--- src/rtl/con_mem_pkg.sv ---
`default_nettype none
// +------------------------------------------------------------------+
// | con_mem_pkg                                                      |
// | Shared types, byte-lane constants and lane helper for con_mem.   |
// | Revision: 1.0                                                    |
// +------------------------------------------------------------------+
package con_mem_pkg;

   typedef enum logic [1:0] {
      MEM_B = 2'b00,
      MEM_H = 2'b01,
      MEM_W = 2'b10
   } mem_size_e;

   typedef enum logic [1:0] {
      IDLE = 2'd0,
      REQ  = 2'd1,
      WAIT = 2'd2
   } mem_state_e;

   localparam logic [3:0] c_BE_BYTE = 4'b0001;
   localparam logic [3:0] c_BE_HALF = 4'b0011;
   localparam logic [3:0] c_BE_WORD = 4'b1111;

   // Byte lane an access starts on; halves ignore a[0], words ignore both bits.
   function automatic logic [1:0] lane_shift(input logic [1:0] size, input logic [1:0] addr_lo);
      logic [1:0] r;
      case (size)
         MEM_B:   r = addr_lo;
         MEM_H:   r = {addr_lo[1], 1'b0};
         default: r = 2'b00;
      endcase
      return r;
   endfunction

endpackage
`default_nettype wire

--- src/rtl/con_mem_load_align.sv ---
`default_nettype none
// +------------------------------------------------------------------+
// | mem_load_align                                                   |
// | Shifts the raw load word down to its lane and sign/zero extends. |
// | Revision: 1.0                                                    |
// +------------------------------------------------------------------+
module mem_load_align
   import con_mem_pkg::*;
(
   input  logic [31:0] rdata,
   input  logic [1:0]  shift,
   input  logic [1:0]  size,
   input  logic        is_unsigned,
   output logic [31:0] data
);

   logic [31:0] w_shifted;

   assign w_shifted = rdata >> {shift, 3'b000};

   always_comb begin
      data = w_shifted;
      case (size)
         MEM_B:   data = is_unsigned ? {24'd0, w_shifted[7:0]}
                                     : {{24{w_shifted[7]}}, w_shifted[7:0]};
         MEM_H:   data = is_unsigned ? {16'd0, w_shifted[15:0]}
                                     : {{16{w_shifted[15]}}, w_shifted[15:0]};
         default: data = w_shifted;
      endcase
   end

endmodule
`default_nettype wire

--- src/rtl/con_mem.sv ---
`default_nettype none
// +------------------------------------------------------------------+
// | con_mem                                                          |
// | MEM stage: EX/MEM latch, data-memory handshake, load alignment,  |
// | registered writeback. Option macro: CON_MEM_MISALIGN_TRAP_EN.    |
// | Revision: 1.0                                                    |
// +------------------------------------------------------------------+
module con_mem
   import con_mem_pkg::*;
#(
   parameter int WORD_SIZE = 32
)
(
   input  logic                 clk,
   input  logic                 rst,
   input  logic                 ex_valid,
   input  logic                 branch_taken_in,
   input  logic [4:0]           rdn_in,
   input  logic [WORD_SIZE-1:0] pc_in,
   input  logic [WORD_SIZE-1:0] branch_addr_in,
   input  logic [WORD_SIZE-1:0] alu_out_in,
   input  logic [WORD_SIZE-1:0] rs2d_in,
   input  logic                 mem_rd,
   input  logic                 mem_wr,
   input  logic [1:0]           mem_size,
   input  logic                 mem_unsigned,
   output logic                 mem_stall,
   output logic                 dmem_req_valid,
   input  logic                 dmem_req_ready,
   output logic                 dmem_we,
   output logic [WORD_SIZE-1:0] dmem_addr,
   output logic [WORD_SIZE-1:0] dmem_wdata,
   output logic [3:0]           dmem_be,
   input  logic                 dmem_rsp_valid,
   input  logic [WORD_SIZE-1:0] dmem_rsp_rdata,
   output logic                 wb_valid,
   output logic                 wb_we,
   output logic [4:0]           wb_rdn,
   output logic [WORD_SIZE-1:0] wb_data,
   output logic [WORD_SIZE-1:0] wb_pc,
   output logic [WORD_SIZE-1:0] wb_branch_addr,
   output logic                 wb_branch_taken,
   output logic                 misalign_trap
);

   logic                 r_lat_valid, r_lat_taken, r_lat_rd, r_lat_wr, r_lat_unsigned;
   logic [4:0]           r_lat_rdn;
   logic [1:0]           r_lat_size;
   logic [WORD_SIZE-1:0] r_lat_pc, r_lat_baddr, r_lat_alu, r_lat_rs2;
   mem_state_e           r_state, w_state_nxt;
   logic                 w_is_load, w_is_store, w_misalign, w_req, w_complete;
   logic [1:0]           w_shift;
   logic [3:0]           w_be;
   logic [WORD_SIZE-1:0] w_wdata, w_load_data;

   // Both rd and wr set is decoded as a load.
   assign w_is_load  = r_lat_rd;
   assign w_is_store = r_lat_wr & ~r_lat_rd;

`ifdef CON_MEM_MISALIGN_TRAP_EN
   assign w_misalign = (w_is_load | w_is_store) &
                       (((r_lat_size == MEM_H) & r_lat_alu[0]) |
                        ((r_lat_size != MEM_B) & (r_lat_size != MEM_H) & (r_lat_alu[1:0] != 2'b00)));
`else
   assign w_misalign = 1'b0;
`endif

   assign w_shift = lane_shift(r_lat_size, r_lat_alu[1:0]);

   always_comb begin
      w_be    = c_BE_WORD;
      w_wdata = r_lat_rs2;
      case (r_lat_size)
         MEM_B: begin
            w_be    = c_BE_BYTE << w_shift;
            w_wdata = {4{r_lat_rs2[7:0]}};
         end
         MEM_H: begin
            w_be    = c_BE_HALF << w_shift;
            w_wdata = {2{r_lat_rs2[15:0]}};
         end
         default: begin
            w_be    = c_BE_WORD;
            w_wdata = r_lat_rs2;
         end
      endcase
   end

   always_comb begin
      w_state_nxt = r_state;
      w_req       = 1'b0;
      w_complete  = 1'b0;
      case (r_state)
         IDLE: begin
            if (r_lat_valid) begin
               if ((w_is_load | w_is_store) & ~w_misalign) begin
                  w_req = 1'b1;
                  if (dmem_req_ready) begin
                     if (w_is_store) w_complete  = 1'b1;
                     else            w_state_nxt = WAIT;
                  end else begin
                     w_state_nxt = REQ;
                  end
               end else begin
                  w_complete = 1'b1;
               end
            end
         end
         REQ: begin
            w_req = 1'b1;
            if (dmem_req_ready) begin
               if (w_is_store) begin
                  w_complete  = 1'b1;
                  w_state_nxt = IDLE;
               end else begin
                  w_state_nxt = WAIT;
               end
            end
         end
         WAIT: begin
            if (dmem_rsp_valid) begin
               w_complete  = 1'b1;
               w_state_nxt = IDLE;
            end
         end
         default: w_state_nxt = IDLE;
      endcase
   end

   assign mem_stall      = r_lat_valid & ~w_complete;
   assign dmem_req_valid = w_req;
   assign dmem_we        = w_req & w_is_store;
   assign dmem_addr      = w_req ? {r_lat_alu[WORD_SIZE-1:2], 2'b00} : '0;
   assign dmem_wdata     = w_req ? w_wdata : '0;
   assign dmem_be        = w_req ? w_be : 4'b0000;

   mem_load_align u_align (
      .rdata       (dmem_rsp_rdata),
      .shift       (w_shift),
      .size        (r_lat_size),
      .is_unsigned (r_lat_unsigned),
      .data        (w_load_data)
   );

   always_ff @(posedge clk) begin
      if (rst) r_state <= IDLE;
      else     r_state <= w_state_nxt;
   end

   // Latch holds while stalled; a completing instruction frees it for same-cycle recapture.
   always_ff @(posedge clk) begin
      if (rst) begin
         r_lat_valid    <= 1'b0;
         r_lat_taken    <= 1'b0;
         r_lat_rd       <= 1'b0;
         r_lat_wr       <= 1'b0;
         r_lat_unsigned <= 1'b0;
         r_lat_rdn      <= '0;
         r_lat_size     <= '0;
         r_lat_pc       <= '0;
         r_lat_baddr    <= '0;
         r_lat_alu      <= '0;
         r_lat_rs2      <= '0;
      end else if (!mem_stall) begin
         r_lat_valid    <= ex_valid;
         r_lat_taken    <= branch_taken_in;
         r_lat_rd       <= mem_rd;
         r_lat_wr       <= mem_wr;
         r_lat_unsigned <= mem_unsigned;
         r_lat_rdn      <= rdn_in;
         r_lat_size     <= mem_size;
         r_lat_pc       <= pc_in;
         r_lat_baddr    <= branch_addr_in;
         r_lat_alu      <= alu_out_in;
         r_lat_rs2      <= rs2d_in;
      end
   end

   always_ff @(posedge clk) begin
      if (rst) begin
         wb_valid        <= 1'b0;
         wb_we           <= 1'b0;
         misalign_trap   <= 1'b0;
         wb_rdn          <= '0;
         wb_data         <= '0;
         wb_pc           <= '0;
         wb_branch_addr  <= '0;
         wb_branch_taken <= 1'b0;
      end else begin
         wb_valid      <= w_complete;
         wb_we         <= w_complete & ~w_is_store & ~w_misalign & (r_lat_rdn != 5'd0);
         misalign_trap <= w_complete & w_misalign;
         if (w_complete) begin
            wb_rdn          <= r_lat_rdn;
            wb_data         <= (w_is_load & ~w_misalign) ? w_load_data : r_lat_alu;
            wb_pc           <= r_lat_pc;
            wb_branch_addr  <= r_lat_baddr;
            wb_branch_taken <= r_lat_taken;
         end
      end
   end

endmodule
`default_nettype wire

--- config.mk ---
export PLATFORM = sky130hd
export DESIGN_NAME = con_mem
export DESIGN_NICKNAME = d
export VERILOG_FILES = /design/src/rtl/con_mem_pkg.sv /design/src/rtl/con_mem_load_align.sv /design/src/rtl/con_mem.sv
export SDC_FILE = /design/constraint.sdc
export NUM_CORES = 1
export LEC_CHECK = 0
export CAP_MARGIN = 20
export CORE_MARGIN = 2
export CORE_UTILIZATION = 35
export CTS_CLUSTER_DIAMETER = 100
export DETAILED_ROUTE_END_ITERATION = 10
export DONT_BUFFER_PORTS = 1
export GPL_ROUTABILITY_DRIVEN = 0
export PLACE_DENSITY = 0.59
export SETUP_SLACK_MARGIN = 0.5
export SYNTH_ARGS = -nofsm -noshare
export SYNTH_HDL_FRONTEND = slang
export SYNTH_HIERARCHICAL = 1
export SYNTH_SLANG_ARGS = --single-unit
--- constraint.sdc ---
create_clock -name clk -period 2.05 [get_ports clk]
set_clock_uncertainty 0.2 [all_clocks]
set_input_delay 0 -clock clk [delete_from_list [all_inputs] [get_ports clk]]
set_output_delay 0 -clock clk [all_outputs]
set_load 0.03 [all_outputs]
==> out/metrics.yaml, run 1 <==
placement:
  numPortBuffers: 0
  dp_hpwl_mm: 23.0
  postPlaceCellArea_sq_um: 12600
logic_synthesis:
  synthCells: 1250
  synth_flop_cell: "dfxtp_1"
  ys_top_cells_by_area: "dfxtp_1 (43%), mux2i_1 (24%), nand2_1 (10%), nand2b_1 (2.9%), a211oi_1 (2.6%)"
  synth_top_area_cell: "dfxtp_1"
  avgSynthCellArea_sq_um: 9.09
  post-synth-top-area-fraction_pct: 43.4
  synthArstFlopShare_pct: 0
  ys_types: 41
  ys_ff_latch: 246
  ys_seq_area_share_pct: 43.4
  yosysWarnings: 6
  synth_area_sq_um: 11400
  synth-edff-count: 0
clocking:
  cts_resized: 163
  postCtsSetupBuffers: 18
  clkSinkCount: 246
  cts_inserted_buffers: 29
  cts_buffer_depth: 3
  ctsHoldBuffers: 346
  cts_root_buffer: "clkbuf_16"
  cts_max_level: 1
floorplanning:
  io_pins: 352
  row_count: 65
  die_w_um: 184
  die_y_um: 184
  initial_core_util_pct: 35.8
status:
  error: "[ERROR RSZ-0060] Max buffer count reached."
  stop_stage: "4_1_cts"
  outcome: "did not finish"
==> stage by stage <==
step	TNS, ns	util, %	setup slack [ns]	cells
floorplan	-0.540	-	-0.0293	1252
global placement	-0.205	39.8	-0.0425	1643
detailed placement	-0.598	39.8	-0.0634	1643
==> Yosys cell counts, drive strengths merged, types with 8 or more instances <==
library cell and count:
nand2 313, mux2i 272, dfxtp 246, clkbuf 68, nand2b 52, a211oi 40
a21oi 40, and2 39, buf 37, nor2 37, nor3 36, nor2b 14
or2 12, o22ai 8, o2bb2ai 8
==> cells by family after synthesis <==
family                    Yosys count  synth area share (%)
buffers and inverters             111                  5.52
muxes                             275                  24.3
DFF                               246                  43.4
other                               1                0.0330
AOI/OAI and AO/OA                 107                  6.50
and+or+nand+nor                   509                  20.2
xor gates and xnor gates            1                0.0771
==> run 2, diff against run 1 <==
--- a/config.mk
+++ b/config.mk
@@ -7,13 +7,11 @@
 export LEC_CHECK = 0
 export CAP_MARGIN = 20
 export CORE_MARGIN = 2
-export CORE_UTILIZATION = 35
-export CTS_CLUSTER_DIAMETER = 100
+export CORE_UTILIZATION = 20
 export DETAILED_ROUTE_END_ITERATION = 10
 export DONT_BUFFER_PORTS = 1
 export GPL_ROUTABILITY_DRIVEN = 0
-export PLACE_DENSITY = 0.59
-export SETUP_SLACK_MARGIN = 0.5
+export PLACE_DENSITY_LB_ADDON = 0.15
 export SYNTH_ARGS = -nofsm -noshare
 export SYNTH_HDL_FRONTEND = slang
 export SYNTH_HIERARCHICAL = 1
==> constraint.sdc (replaced) <==
create_clock -name clk -period 2.7 [get_ports clk]
set_clock_uncertainty 0.2 [all_clocks]
set_input_delay 0 -clock clk [delete_from_list [all_inputs] [get_ports clk]]
set_output_delay 0 -clock clk [all_outputs]
set_load 0.03 [all_outputs]
==> run 2 against run 1 <==
Synthesized cell count unchanged. The flow now finishes without violations. Synthesized area unchanged.
==> out/metrics.yaml, run 2 <==
status:
  outcome: "finished clean"
logic_synthesis:
  ys_types: 41  # unchanged
  synth_area_sq_um: 11400  # unchanged
  post-synth-top-area-fraction_pct: 43.4  # unchanged
  synthArstFlopShare_pct: 0  # unchanged
  synth_top_area_cell: "dfxtp_1"
  ys_ff_latch: 246  # unchanged
  ys_top_cells_by_area: "dfxtp_1 (43%), mux2i_1 (24%), nand2_1 (10%), nand2b_1 (2.9%), a211oi_1 (2.6%)"
  yosysWarnings: 6  # unchanged
  avgSynthCellArea_sq_um: 9.09  # unchanged
  synth_commonest_cells: "nand2_1 (313), mux2i_1 (272), dfxtp_1 (246)"
  synth_flop_cell: "dfxtp_1"
  ys_seq_area_share_pct: 43.4  # unchanged
  synthCells: 1250  # unchanged
  synth-edff-count: 0  # unchanged
  yosysMostFrequentCell: "nand2_1"
route:
  drt_iter0_markers: 311
  drt-total-wl_mm: 40.2
  antenna_left: 0
  via_count: 9876
  avgViaCountPerCell: 4.23
  first_pass_iters: 4
  drc: 0
  wl_per_cell_um: 17.2
clocking:
  cts_tree: "built"
  clk_latency_ns: 0.59
  clkSinkCount: 246  # unchanged
  cts_inserted_buffers: 31  # +6.9%
  cts_root_buffer: "clkbuf_16"
  cts_max_level: 1  # unchanged
  cts.clk_slew.worst_paths_ns: 0.06
  cts_buffer_depth: 3  # unchanged
timing:
  fin_crit_sh_pct: 94.5
  timing.fmax_ghz: 0.392
  setup_ws_ns: 0.147
  rsz0062_at_grt: "false"
  drv_slew: 0
  hold_ws_ns: 0.0221
  min_period_ns: 2.55
  final-hold-violation-count: 0
  setup_violations: 0
  finalSetupTns_ns: 0
  relSlewSlack_pct: 52.4
  tightestPinTransition_ns: 0.714
layout:
  fillers: 5948
  final_common_cell: "dlygate4sd3_1"
  fin_nets: 1725
  final_layout_size_suffix_gt1_share_pct: 10.0
  stdcell_count: 2332
  area_growth_pct: 47.0
  fin_util_pct: 29.7
  final_cell_mix: "dlygate4sd3_1 (319), nand2_1 (313), mux2i_1 (272)"
placement:
  place_inst: 1948  # +19%
  dp_hpwl_mm: 26.9  # +17%
  pre_cts_ws_ns: 0.297  # +0.360 ns
  numPortBuffers: 0  # unchanged
power_and_ir_drop:
  vdd_drop_max_mv: 0.558
  p_per_area_nw_per_um2: 628
  power_leakage_uw: 0.00654
worst_hold_path:
  min_from: "mem_wr"
  worstHoldPathCells: 3
  worstHoldEndpoint: "r_lat_wr"
  hp-class: "primary input to register"
run:
  cap_violations: 0
worst_setup_path:
  crit_family: "buffers and inverters"
  path_class: "register to register"
  reg2reg_slack_ns: 0.15
  r2r_cells: 7
  r2r-start: "r_state[1]"
  cp-start-kind: "register"
  r2r_end: "wb_valid"
  cp-end-kind: "register"
  worst-path-stages: 7
  crit_slowest_cell: "dlygate4sd3_1"
  cp_num_buf_inv: 3
  cp_cell_sequence: "nor2b_1 -> a32o_2 -> buf_4 -> nor2_4 -> buf_12 -> nor2_1 -> dlygate4sd3_1"
  cpPeakStageDelay_ns: 0.58
  arrival_ns: 2.83
  path_max_fanout: 34
  required_ns: 2.97
global_routing:
  grt.total_usage_pct: 13.4
  grt_pass1_wl_mm: 62.6
  antenna_found_initial: 3
  grt_max_degree: 114
  grt_pass1_vias: 10200
  grt_overflow: 0
floorplanning:
  core_sq_um: 56300
  initial_core_util_pct: 20.2  # -16 points
  die_area_sq_um: 58700
  row_count: 87  # +34%
  die_y_um: 242  # +32%
  die_w_um: 242  # +32%
  io_pins: 352  # unchanged
[run 2: cell families after synthesis]
group / after synthesis / share of synthesized area, %
and+or+nand+nor: 509 / 20.2
xor gates and xnor gates: 1 / 0.0771
DFF: 246 / 43.4
muxes: 275 / 24.3
other: 1 / 0.0330
buffers and inverters: 111 / 5.52
AOI/OAI and AO/OA: 107 / 6.50
[run 2: worst max path at each step]
stage | from | endpoint | slack (ns)
final | r_state[1] | wb_valid | 0.15
after global placement | r_lat_alu[1] | wb_data[23] | 0.32
after global routing | r_state[1] | wb_valid | 0.002
after floorplan | r_lat_size[0] | wb_data[22] | 0.42
after detailed placement | r_lat_alu[1] | wb_data[28] | 0.30
after CTS | r_lat_rd | dmem_wdata[19] | -0.03
[run 2: where the power goes]
| group | internal, uW | leakage, uW | switching (uW) |
|---|---|---|---|
| sequential | 3870 | 0.00203 | 350 |
| combinational | 802 | 0.00394 | 852 |
| clock | 2850 | 0.000574 | 1750 |
| total | 7520 | 0.00654 | 2960 |
[run 2: layer usage]
| layer | vias up | part of all wire (%) | GRT usage (%) |
|---|---|---|---|
| met3 | 52 | 7.7 | 4.28 |
| met2 | 270 | 47 | 22.6 |
| met1 | 4729 | 43 | 16.5 |
| li1 | 4823 | - | - |
| met5 | - | 0.040 | 0 |
| met4 | 2 | 2.8 | 3.67 |
[run 2: layout make-up]
| class | instances | area (sq um) | share of cell area [%] |
|---|---|---|---|
| timing repair buffer | 369 | 3720 | 22.3 |
| tap | 756 | 946 | 5.67 |
| clock inverter | 17 | 231 | 1.39 |
| inverter | 6 | 47.5 | 0.285 |
| multi-input combinational | 895 | 5900 | 35.4 |
| antenna | 2 | 5.00 | 0.0300 |
| clock buffer | 41 | 913 | 5.47 |
| sequential | 246 | 4930 | 29.5 |
[run 2: timing repair]
| action | 4_1_cts | 5_1_grt |
|---|---|---|
| resized for setup | 15 | 15 |
| hold endpoints to repair | 237 | 0 |
| setup endpoints to repair | 49 | 53 |
| setup buffers | 0 | 4 |
| pin swaps | 0 | 1 |
| hold buffers | 320 | 0 |
[run 2: tightest hold or removal path, stage by stage]
cell           delay, ns
dlygate4sd3_1       0.57
nand2b_1            0.12
mux2i_1             0.07
[run 2: per-stage QoR]
step | instance area [sq um] | total power, uW
detailed placement | 12200 | 5540
global placement | 12200 | 5530
finish | 16700 | 10500
global route | 16700 | 11000
floorplan | 11400 | 5200
CTS | 16600 | 10700
Power figures use the tool's default switching activity.
==> run 3, diff against run 2 <==
--- a/config.mk
+++ b/config.mk
@@ -6,11 +6,14 @@
 export NUM_CORES = 1
 export LEC_CHECK = 0
 export CAP_MARGIN = 20
+export CELL_PAD_IN_SITES_DETAIL_PLACEMENT = 0
+export CELL_PAD_IN_SITES_GLOBAL_PLACEMENT = 1
 export CORE_MARGIN = 2
 export CORE_UTILIZATION = 20
 export DETAILED_ROUTE_END_ITERATION = 10
 export DONT_BUFFER_PORTS = 1
 export GPL_ROUTABILITY_DRIVEN = 0
+export HOLD_SLACK_MARGIN = 0.15
 export PLACE_DENSITY_LB_ADDON = 0.15
 export SYNTH_ARGS = -nofsm -noshare
 export SYNTH_HDL_FRONTEND = slang
==> run 3 against run 2 <==
Final cell count about the same. Highest routed layer unchanged. Sequential power about the same. Die area unchanged. Clock-buffer cell count up 9. Utilization about the same. Largest cell class unchanged.
==> out/metrics.yaml, run 3 (synthesis gave the netlist of run 2 again) <==
route:
  drt-total-wl_mm: 41.7  # +3.8%
  first_pass_iters: 4  # unchanged
  drt_iter0_markers: 359  # +15%
  via_count: 9761  # -1.2%
  avgViaCountPerCell: 4.18  # -1.2%
  antenna_left: 0  # unchanged
  wl_per_cell_um: 17.9  # +3.7%
  drc: 0  # unchanged
worst_setup_path:
  cp_cell_sequence: "or2_1 -> nor2_4 -> buf_4 -> mux2i_1 -> dlygate4sd3_1 -> a21oi_1 -> mux2i_1 -> a211oi_1"
  cp_num_buf_inv: 2  # -1
  path_max_fanout: 8  # -76%
  required_ns: 2.95  # -0.02 ns
  cp-start-kind: "register"
  cp-end-kind: "register"
  cpPeakStageDelay_ns: 0.57  # about the same
  crit_top_cell: "mux2i_1"
  path_class: "register to register"
  arrival_ns: 2.83  # about the same
  crit_slowest_cell: "dlygate4sd3_1"
  crit_family: "buffers and inverters"
  r2r-start: "r_lat_size[1]"
  worstSetupStartpoint: "r_lat_size[1]"
placement:
  numPortBuffers: 0  # unchanged
  dp_hpwl_mm: 27.9  # +3.8%
floorplanning:
  initial_core_util_pct: 20.2  # unchanged
  die_w_um: 242  # unchanged
  core_sq_um: 56300  # unchanged
  row_count: 87  # unchanged
  die_area_sq_um: 58700  # unchanged
  io_pins: 352  # unchanged
  die_y_um: 242  # unchanged
run:
  cap_violations: 0  # unchanged
clocking:
  clkSinkCount: 246  # unchanged
  cts.clk_slew.worst_paths_ns: 0.06  # about the same
  cts_max_level: 2  # +1
  cts_inserted_buffers: 35  # +13%
  cts_tree: "built"
  cts_root_buffer: "clkbuf_16"
  cts_buffer_depth: 3  # unchanged
  clk_latency_ns: 0.54  # -0.05 ns
timing:
  setup_violations: 0  # unchanged
  relSlewSlack_pct: 55.0  # +2.6 points
  rsz0062_at_grt: "false"
  drv_slew: 0  # unchanged
  tightestPinTransition_ns: 0.673  # -0.0409 ns
  min_period_ns: 2.58  # +0.0292 ns
  fin_crit_sh_pct: 95.6  # +1.1 points
  timing.fmax_ghz: 0.387  # -1.1%
  final-hold-violation-count: 0  # unchanged
  finalSetupTns_ns: 0  # unchanged
layout:
  fin_nets: 1730  # +0.29%
  final_common_cell: "dlygate4sd3_1"
  final_layout_size_suffix_gt1_share_pct: 8.25  # -1.8 points
  final_cell_mix: "dlygate4sd3_1 (322), nand2_1 (313), mux2i_1 (272)"
  area_growth_pct: 47.0  # about the same
  fin_util_pct: 29.7  # about the same
power_and_ir_drop:
  power_leakage_uw: 0.00654  # about the same
  vdd_drop_max_mv: 0.338  # -39%
  p_per_area_nw_per_um2: 636  # +1.3%
global_routing:
  grt_max_degree: 90  # -21%
  grt_overflow: 0  # unchanged
  grt_pass1_wl_mm: 63.5  # +1.4%
  grt_pass1_vias: 9986  # -2.2%
  grt.total_usage_pct: 13.9  # +0.46 points
  antenna_found_initial: 6  # +3
status:
  outcome: "finished clean"
worst_hold_path:
  min_from: "r_lat_rs2[18]"
  hp-class: "register to register"
[run 3: final timing paths]
check	to	slack, ns	cells past startpoint
hold reg to reg	r_lat_rs2[18]	0.26	2
hold / removal	r_lat_rs2[18]	0.26	2
setup reg to reg	wb_data[15]	0.12	8
setup / recovery	wb_data[15]	0.12	8
[run 3: area by class of cell]
| cell class | count | area (sq um) |
|---|---|---|
| inverters | 6 | 35.0 |
| multi-input cells | 895 | 5850 |
| well taps | 756 | 946 |
| clock buffers | 50 | 1030 |
| fillers | 6071 | 39600 |
| diodes | 2 | 5.00 |
| repair buffers | 370 | 3760 |
| clock inverters | 8 | 136 |
| flip-flops and latches | 246 | 4930 |
[run 3: power by group]
part           internal, uW  switching (uW)  total [uW]  leakage (uW)
sequential             3870             350        4220       0.00203
combinational           808             843        1650       0.00394
clock                  2940            1800        4740      0.000570
[run 3: worst min-delay path: cells and delay by family (launching register included)]
kind	cells	cell delay [ns]
simple gates	1	0.05
flops	1	0.30
mux	1	0.05
[run 3: what timing repair did]
action	CTS	global route
resized for setup	0	5
endpoints found under the setup margin	0	6
setup buffers	0	1
endpoints found under the hold margin	246	0
hold buffers	323	0
[run 3: routing by layer]
layer | global-route usage, % | share of wire (%) | vias to the layer above
li1 | - | - | 4810
met1 | 17.3 | 44 | 4634
met2 | 22.7 | 46 | 247
met3 | 5.16 | 8.2 | 60
met4 | 3.32 | 1.7 | 10
met5 | 0 | 0.16 | -
[run 3: metrics by stage]
| stage | area, sq um | hold slack [ns] | total power, uW | worst slack, ns | cells |
|---|---|---|---|---|---|
| after floorplan | 11400 | -0.0762 | 5200 | 0.425 | 1252 |
| after global placement | 12200 | -0.0800 | 5540 | 0.308 | 1949 |
| after detailed placement | 12200 | -0.0803 | 5550 | 0.316 | 1949 |
| after CTS | 16700 | 0.243 | 10900 | 0.0520 | 2330 |
| after global routing | 16700 | 0.280 | 11200 | 0.0177 | 2332 |
| final | 16700 | 0.259 | 10600 | 0.118 | 2333 |
